$ cat src/rtl/uart_rx_mv_pkg.sv
// Shared types for the oversampling UART receiver: runtime frame config,
// per-word error flags and receiver FSM states.
package uart_rx_mv_pkg;

  localparam int unsigned UART_DATA_MAX = 9;

  typedef struct packed {
    logic       parity_en;
    logic       parity_even;
    logic [3:0] data_len;
    logic [1:0] stop_len;
  } uart_config;

  typedef struct packed {
    logic brk;
    logic frm;
    logic par;
  } uart_rx_err_t;

  typedef enum logic [2:0] {
    IDLE,
    START,
    DATA,
    PARITY,
    STOP,
    BRKWAIT
  } uart_rx_state_e;

endpackage

$ cat src/rtl/uart_sync_fifo.sv
// Synchronous FIFO with registered storage and a combinational head read.
// A push while full is accepted only when a pop frees a slot in the same clock.
module uart_sync_fifo #(
  parameter int unsigned WIDTH = 12,
  parameter int unsigned DEPTH = 8
) (
  input  logic                     clk,
  input  logic                     rstn,
  input  logic                     i_push,
  input  logic [WIDTH-1:0]         i_wdata,
  input  logic                     i_pop,
  output logic [WIDTH-1:0]         o_rdata,
  output logic                     o_full,
  output logic                     o_empty,
  output logic [$clog2(DEPTH):0]   o_level
);

  localparam int unsigned AW = $clog2(DEPTH);

  logic [WIDTH-1:0] r_mem [DEPTH];
  logic [AW-1:0]    r_wptr;
  logic [AW-1:0]    r_rptr;
  logic [AW:0]      r_cnt;
  logic             w_wr;
  logic             w_rd;

  assign o_full  = (r_cnt == (AW+1)'(DEPTH));
  assign o_empty = (r_cnt == '0);
  assign o_level = r_cnt;
  assign o_rdata = r_mem[r_rptr];
  assign w_rd    = i_pop & ~o_empty;
  assign w_wr    = i_push & (~o_full | w_rd);

  always_ff @(posedge clk) begin
    if (w_wr) r_mem[r_wptr] <= i_wdata;
  end

  always_ff @(posedge clk or negedge rstn) begin
    if (!rstn) begin
      r_wptr <= '0;
      r_rptr <= '0;
      r_cnt  <= '0;
    end else begin
      if (w_wr) r_wptr <= r_wptr + 1'b1;
      if (w_rd) r_rptr <= r_rptr + 1'b1;
      case ({w_wr, w_rd})
        2'b10:   r_cnt <= r_cnt + 1'b1;
        2'b01:   r_cnt <= r_cnt - 1'b1;
        default: r_cnt <= r_cnt;
      endcase
    end
  end

endmodule

$ cat src/rtl/uart_rx_mv.sv
// Oversampling UART receiver: synchroniser, 3-sample majority vote, frame FSM
// with parity/framing/break detection, buffered through a receive FIFO.
module uart_rx_mv
  import uart_rx_mv_pkg::*;
#(
  parameter int unsigned OSM         = 16,
  parameter int unsigned DATA_MAX    = UART_DATA_MAX,
  parameter int unsigned FIFO_DEPTH  = 8,
  parameter int unsigned SYNC_STAGES = 2
) (
  input  logic                          clk,
  input  logic                          rstn,
  input  logic                          pls_rx,
  input  logic                          uart_rxd,
  input  uart_config                    ucfg,
  output logic [DATA_MAX-1:0]           rx_data,
  output uart_rx_err_t                  rx_err,
  output logic                          valid_rx,
  input  logic                          ready_rx,
  output logic                          overrun,
  input  logic                          clr_ovr,
  output logic                          busy_rx,
  output logic [$clog2(FIFO_DEPTH):0]   level
);

  localparam int unsigned TW = $clog2(OSM);
  localparam int unsigned BW = $clog2(DATA_MAX);
  localparam int unsigned FW = DATA_MAX + 3;

  uart_rx_state_e         r_state, w_state_next;
  logic [SYNC_STAGES-1:0] r_sync;
  logic                   r_prev;
  logic [TW-1:0]          r_tick;
  logic [BW-1:0]          r_bitcnt;
  logic [DATA_MAX-1:0]    r_data;
  logic                   r_s0, r_s1;
  logic                   r_par_bit, r_frm, r_stop0;
  uart_config             r_cfg;
  logic                   r_ovr;

  logic         w_rxd, w_vote, w_vote_tick, w_bit_end, w_start_det;
  logic         w_last_data, w_last_stop, w_stop0, w_push, w_pop;
  logic         w_full, w_empty;
  uart_rx_err_t w_err, w_head_err;
  logic [DATA_MAX-1:0] w_head_data;

  assign w_rxd       = r_sync[SYNC_STAGES-1];
  assign w_start_det = pls_rx & (r_state == IDLE) & r_prev & ~w_rxd;
  assign w_vote_tick = pls_rx & (r_state != IDLE) & (r_tick == TW'(OSM/2 + 1));
  assign w_bit_end   = pls_rx & (r_tick == TW'(OSM - 1));
  assign w_vote      = (r_s0 & r_s1) | (r_s0 & w_rxd) | (r_s1 & w_rxd);
  assign w_last_data = (32'(r_bitcnt) + 1 == 32'(r_cfg.data_len));
  assign w_last_stop = (32'(r_bitcnt) + 1 >= 32'(r_cfg.stop_len));

  // With a single stop bit the first stop value is the vote being pushed now.
  assign w_stop0   = (r_bitcnt == '0) ? w_vote : r_stop0;
  assign w_err.par = r_cfg.parity_en & (((^r_data) ^ r_par_bit) != ~r_cfg.parity_even);
  assign w_err.frm = r_frm | ~w_vote;
  assign w_err.brk = (r_data == '0) & ~(r_cfg.parity_en & r_par_bit) & ~w_stop0;

  always_comb begin
    w_state_next = r_state;
    w_push       = 1'b0;
    case (r_state)
      IDLE:    if (w_start_det) w_state_next = START;
      START: begin
        if (w_vote_tick && w_vote) w_state_next = IDLE;
        else if (w_bit_end)        w_state_next = DATA;
      end
      DATA:    if (w_bit_end && w_last_data)
                 w_state_next = r_cfg.parity_en ? PARITY : STOP;
      PARITY:  if (w_bit_end) w_state_next = STOP;
      STOP: begin
        if (w_vote_tick && w_last_stop) begin
          w_push       = 1'b1;
          w_state_next = w_err.brk ? BRKWAIT : IDLE;
        end
      end
      BRKWAIT: if (pls_rx && w_rxd) w_state_next = IDLE;
      default: w_state_next = IDLE;
    endcase
  end

  always_ff @(posedge clk or negedge rstn) begin
    if (!rstn) r_state <= IDLE;
    else       r_state <= w_state_next;
  end

  always_ff @(posedge clk or negedge rstn) begin
    if (!rstn) begin
      r_sync    <= '1;
      r_prev    <= 1'b1;
      r_tick    <= '0;
      r_bitcnt  <= '0;
      r_data    <= '0;
      r_s0      <= 1'b1;
      r_s1      <= 1'b1;
      r_par_bit <= 1'b0;
      r_frm     <= 1'b0;
      r_stop0   <= 1'b1;
      r_cfg     <= '0;
    end else begin
      r_sync <= {r_sync[SYNC_STAGES-2:0], uart_rxd};
      if (pls_rx) r_prev <= w_rxd;
      if (w_start_det) begin
        r_cfg     <= ucfg;
        r_tick    <= '0;
        r_bitcnt  <= '0;
        r_data    <= '0;
        r_par_bit <= 1'b0;
        r_frm     <= 1'b0;
        r_stop0   <= 1'b1;
      end else if (pls_rx && r_state != IDLE && r_state != BRKWAIT) begin
        r_tick <= (r_tick == TW'(OSM - 1)) ? '0 : r_tick + 1'b1;
        if (r_tick == TW'(OSM/2 - 1)) r_s0 <= w_rxd;
        if (r_tick == TW'(OSM/2))     r_s1 <= w_rxd;
        if (w_vote_tick) begin
          case (r_state)
            DATA:    r_data[r_bitcnt] <= w_vote;
            PARITY:  r_par_bit <= w_vote;
            STOP: begin
              r_frm <= r_frm | ~w_vote;
              if (r_bitcnt == '0) r_stop0 <= w_vote;
            end
            default: ;
          endcase
        end
        if (w_bit_end)
          r_bitcnt <= (w_state_next != r_state) ? '0 : r_bitcnt + 1'b1;
      end
    end
  end

  assign w_pop = valid_rx & ready_rx;

  uart_sync_fifo #(
    .WIDTH (FW),
    .DEPTH (FIFO_DEPTH)
  ) u_fifo (
    .clk     (clk),
    .rstn    (rstn),
    .i_push  (w_push),
    .i_wdata ({w_err, r_data}),
    .i_pop   (w_pop),
    .o_rdata ({w_head_err, w_head_data}),
    .o_full  (w_full),
    .o_empty (w_empty),
    .o_level (level)
  );

  always_ff @(posedge clk or negedge rstn) begin
    if (!rstn)                        r_ovr <= 1'b0;
    else if (w_push && w_full && !w_pop) r_ovr <= 1'b1;
    else if (clr_ovr)                 r_ovr <= 1'b0;
  end

  assign valid_rx = ~w_empty;
  assign rx_data  = w_empty ? '0 : w_head_data;
  assign rx_err   = w_empty ? '0 : w_head_err;
  assign overrun  = r_ovr;
  assign busy_rx  = (r_state != IDLE);

endmodule

$ cat config.mk
export PLATFORM = sky130hd
export DESIGN_NAME = uart_rx_mv
export DESIGN_NICKNAME = d
export VERILOG_FILES = /design/src/rtl/uart_rx_mv_pkg.sv /design/src/rtl/uart_sync_fifo.sv /design/src/rtl/uart_rx_mv.sv
export SDC_FILE = /design/constraint.sdc
export NUM_CORES = 1
export LEC_CHECK = 0
export CAP_MARGIN = 5
export CORE_UTILIZATION = 50
export CTS_CLUSTER_DIAMETER = 150
export DETAILED_ROUTE_END_ITERATION = 16
export HOLD_SLACK_MARGIN = 0.15
export PLACE_DENSITY = 0.77
export SETUP_SLACK_MARGIN = 0.2
export SLEW_MARGIN = 20
export SYNTH_ARGS = -nofsm -noshare
export SYNTH_HDL_FRONTEND = slang
export SYNTH_SLANG_ARGS = --single-unit
export TNS_END_PERCENT = 100
$ cat constraint.sdc
create_clock -name clk -period 5.05 [get_ports clk]
set_input_delay 1.01 -clock clk [delete_from_list [all_inputs] [get_ports clk]]
set_output_delay 1.01 -clock clk [all_outputs]
set_load 0.1 [all_outputs]
Word-level counts from Yosys, hierarchy flattened
Memory sizes are Yosys's and may differ from the RTL's.
Index checks and enable logic that the tools add are counted.
Widths: inputs -> output; s select.
{"block": "classes", "n_lt_le_gt_ge": 3, "reduce_logical": 30, "n_bitwise": 29, "eq_ne": 16, "muxes": 46, "addsub": 7}
{"operator": "$mux 9", "count": 5}
{"operator": "$eq 32x4->1", "count": 1}
{"operator": "$mux 3", "count": 10}
{"operator": "$mux 4", "count": 7}
{"operator": "$mux 1", "count": 20}
{"operator": "$pmux 3 s6", "count": 1}
{"operator": "$and 1x1->1", "count": 16}
{"operator": "$eq 4x4->1 const B", "count": 4}
{"operator": "$reduce_bool 2->1", "count": 8}
{"operator": "$reduce_and 3->1", "count": 5}
{"operator": "$add 4x1->4 const B", "count": 3}
{"operator": "$bwmux 9", "count": 1}
{"operator": "$logic_and 1x1->1", "count": 9}
{"operator": "$logic_not 9->1", "count": 1}
{"operator": "$reduce_xor 9->1", "count": 1}
{"operator": "$logic_not 4->1", "count": 2}
{"operator": "$not 1->1", "count": 8}
{"operator": "$pmux 4 s2", "count": 1}
{"operator": "$add 3x1->3 const B", "count": 2}
{"operator": "$eq 3x2->1 const B", "count": 2}
{"operator": "$eq 3x3->1 const B", "count": 2}
{"operator": "$add 4x1->5 const B", "count": 1}
{"operator": "$ge 5x2->1", "count": 1}
{"operator": "$lt 4x5->1 const B", "count": 1}
{"operator": "16 further kinds", "count": 19}
{"block": "word_totals", "input_bits": 14, "memories": 1, "ff_bits": 47, "ramBits": 96, "output_inout_bits": 19, "wordCells": 151}
{"memory": "u_fifo.r_mem", "words": 8, "word_bits": 12, "rd": 1, "rd_ports_with_merged_regs": 0, "write_ports": 1, "line_no": "uart_sync_fifo.sv:20", "rtl": "logic [WIDTH-1:0] r_mem [DEPTH];"}

Depth between registers and ports, before layout
{"block": "depth", "word_depth": 14, "depth_mapped": 12, "ltp_nobuf": 12}

Modules after synthesis
Synthesis repeated with hierarchy kept, for this count alone.
{"block": "hier_totals", "hier_cells": 469, "area_unflattened_um2": 6726.5}
{"mod": "uart_sync_fifo", "instances": 1, "seq_area_each_um2": 3133.0, "cells_per_inst": 208, "area_per_inst_um2": 4385.5}
{"mod": "uart_rx_mv", "instances": 1, "seq_area_each_um2": 933.4, "cells_per_inst": 261, "area_per_inst_um2": 2341.0}

Worst setup path after synthesis
No wires, ideal clock.
{"block": "synth_path", "path_type": "register to output", "startpoint": "reg u_fifo.r_cnt[1], in the netlist u_fifo.o_level[1]", "endpoint": "out rx_data[0]", "arrival_time_ps": 2657, "path_slack_ps": 1383, "required_ps": 4040, "n_path_buf": 1, "path_stages_with_launch": 4, "cell_sequence": "dfrtp_1 > nor4_2 > clkbuf_1 > nor2_1"}
{"block": "synth_between", "elab_chain_len": 2}
{"element": "from (decl)", "line_no": "uart_sync_fifo.sv:23", "rtl": "logic [AW:0] r_cnt;"}
{"element": "from (signal assigned)", "line_no": "uart_sync_fifo.sv:47", "rtl": "2'b10: r_cnt <= r_cnt + 1'b1;"}
{"element": "from (signal assigned)", "line_no": "uart_sync_fifo.sv:48", "rtl": "2'b01: r_cnt <= r_cnt - 1'b1;"}
{"element": "from (signal assigned)", "line_no": "uart_sync_fifo.sv:49", "rtl": "default: r_cnt <= r_cnt;"}
{"element": "$logic_not 4->1", "line_no": "uart_sync_fifo.sv:28", "rtl": "assign o_empty = (r_cnt == '0);"}
{"element": "$mux 9", "line_no": "uart_rx_mv.sv:158", "rtl": "assign rx_data = w_empty ? '0 : w_head_data;"}
{"element": "to (decl)", "line_no": "uart_rx_mv.sv:16", "rtl": "output logic [DATA_MAX-1:0] rx_data,"}
Every way passes these cells.

Worst setup path in the final report
{"block": "layout_path", "startpoint": "reg u_fifo.r_rptr[0]", "endpoint": "out rx_data[6]"}
{"block": "layout_between", "elab_chain_len": 2}
{"element": "from (decl)", "line_no": "uart_sync_fifo.sv:22", "rtl": "logic [AW-1:0] r_rptr;"}
{"element": "from (signal assigned)", "line_no": "uart_sync_fifo.sv:45", "rtl": "if (w_rd) r_rptr <= r_rptr + 1'b1;"}
{"element": "$mem_v2 8x12"}
{"element": "$mux 9", "line_no": "uart_rx_mv.sv:158"}
Every way passes these cells.

==> metrics.cfg <==
[timing]
hold_violations = 0
setup_viol = 0
worst_slew_pin_slew_ps = 1080
timing.slew.headroom_pct = 27.7
rsz0062_at_grt = false
final.setup.worst_slack_ps = 1010
finalClockSkew_ps = 12.1
period_needed_ps = 4040
report.final.slew_viol_count = 0
setup_tns_ps = 0
fmax_mhz = 248
fin_crit_sh_pct = 79.9

[yosys]
synth_edf_count = 96
syn-num-nets = 484
yosys_warnings = 0
yosysTopAreaCellShare_pct = 44.7
ys_seq_area_share_pct = 63.0
syn_area_per_cell_um2 = 14.3
yosys-top-cells-area = edfxtp_1, dfrtp_1, mux4_2
netlist_area_um2 = 6450
ys.flop_type = edfxtp_1
yosys.area.top_type = edfxtp_1
yosys_register_bits = 143
syn_inst = 452
async_reset_ff_share_pct = 32.9
ys_types = 55

[clock_network]
numClockSinks = 143
cts_setup_buffers = 0
cts_root_buf = clkbuf_16
clk_latency_ps = 420
cts_buffers = 17
cts.path.max_buffers = 2
cts_tree = yes
hold_buffers = 0
clkTransAtPathRegs_ps = 60
cts_resized = 0
cts_max_level = 4

[die]
row_count = 41
top_level_ports = 33
die_height_um = 116
start_util_pct = 51.1
fp.coreArea_um2 = 12600
die-width_um = 116
dieArea_um2 = 13400

[status]
status = completed

[power_and_ir_drop]
p_total_mw = 3.79
peakVddDrop_uv = 267
pwr_density_cell_nw_per_um2 = 508
p_leak_nw = 2.82

[detailed_routing]
antenna_left = 0
drt-initial-drc-count = 297
wl_per_cell_um = 18.5
wirelength_um = 12500
drc = 0
dr_total_vias = 3735
drt_pass1_iterations = 4
viasPerCell = 5.53

[min_path]
worstHoldPathType = flip-flop to flip-flop

[place]
dpl_cell_area_um2 = 6940
place.gp.congestion = 0.789
dp_hpwl_um = 8030
portBuffers = 32
dp.cells = 644
pre_cts_ws_ps = 1110

[worst_setup_path]
max_stage_delay_ps = 960
cp-end-kind = output pin
worstPathRequired_ps = 4040
path_class = flip-flop to output pin
crit_arrival_ps = 3030
cpMaxStageDelayCell = clkdlybuf4s50_1
cp-start-kind = flip-flop
path_max_fanout = 13
crit_chain = mux4_2 > mux2i_1 > nor2_1 > clkdlybuf4s50_1

[cells_and_area]
final_common_cell = edfxtp_1
layout_common_cells = edfxtp_1, nand2_1, dfrtp_1, nor2_1, mux2i_1
drive_above_1_share_pct = 18.5
final_area_um2 = 7460
syn_to_final_growth_pct = 15.7
instances_no_fill = 675
final_nets = 523
diodes = 0

[grt]
grt_pass1_wl_um = 20100
track_usage_pct = 20.7
grt_pass1_vias = 3883
globalRouteOverflowTotal = 0
grt_antenna_before_repair = 0
grt_max_degree = 48

[flow_run]
maxCapViolations = 0

==> where the power goes <==
part | total (mW) | internal, mW | switching (mW)
sequential | 1.50 | 1.34 | 0.161
clock | 1.11 | 0.624 | 0.484
combinational | 1.18 | 0.395 | 0.787
==> cells in the mapped netlist, types with 3 or more instances <==
library cell and instances:
a21o_1 4, and2_1 5, buf_2 9, clkbuf_1 10
dfrtp_1 41, dfstp_2 6, edfxtp_1 96, ha_1 17
inv_1 22, mux2_2 8, mux2i_1 26, mux4_2 24
nand2_1 49, nand2b_1 6, nand3_1 7, nand3b_1 4
nor2_1 36, nor3_1 9, o21ai_0 8, o31ai_1 3
xnor2_1 12, xor2_1 7
==> per-layer routing <==
layer	track usage, %	part of all wire (%)	vias to the layer above
met4	7.53	1.1	0
met1	25.7	44	1890
met5	0	0	-
met3	5.02	3.5	12
li1	-	-	1744
met2	35.3	51	89
==> cell families (layout without fill, tap and decap cells) <==
kind of cell               Yosys count  count (layout)  synth area share (%)
AOI/OAI and AO/OA                   37              37                  4.29
xor gates and xnor gates            19              19                  2.58
adders and majority gates           19              19                  3.78
buffers and inverters               42              93                  2.62
DFF                                143             143                  63.0
muxes                               58              58                  13.8
and+or+nand+nor                    134             134                  9.89
==> area by class of cell <==
class	instances	area, µm²
Inverter	22	82.6
Fill cell	1008	5160
Multi-Input combinational cell	267	2220
Clock buffer	18	429
Tap cell	172	215
Timing Repair Buffer	40	355
Clock inverter	13	90.1
Sequential cell	143	4070
==> stage by stage <==
| step | util, % | hold WS (ps) |
|---|---|---|
| final | 59.1 | 356 |
| after global routing | 59.1 | 363 |
| after CTS | 59.1 | 358 |
| after detailed placement | 55.0 | 350 |
| after global placement | 55.0 | 349 |
| after floorplan | - | 345 |
==> sequential cells by signal (all words and copies together), names as in the netlist <==
signal          count
r_stop0             1
r_sync              2
u_fifo.r_rptr       3
u_fifo.o_level      4
r_data              9
r_frm               1
r_par_bit           1
r_s0                1
r_cfg               8
r_prev              1
r_s1                1
r_tick              4
r_bitcnt            4
r_state             3
overrun             1
u_fifo.r_mem       96
u_fifo.r_wptr       3
==> path summary, 6_finish.rpt <==
kind / from / to / slack (ps) / cells after the start
worst max-delay path: u_fifo.r_rptr[0] / rx_data[6] / 1010 / 4
max in group asynchronous: rstn / r_frm / 4020 / 1
worst max register to register: r_bitcnt[0] / u_fifo.o_level[3] / 1700 / 12
worst min register to register: r_sync[0] / r_sync[1] / 360 / 0
worst min-delay path: r_sync[0] / r_sync[1] / 360 / 0
min in group asynchronous: rstn / r_cfg[0] / 620 / 1
==> worst max-delay path, delay by kind of cell (launching register included) <==
kind	cells	cell delay [ps]
buf+inv	1	960
mux	2	760
simple gates	1	60
flops	1	840
No activity file was read; power rests on OpenSTA's default activity.
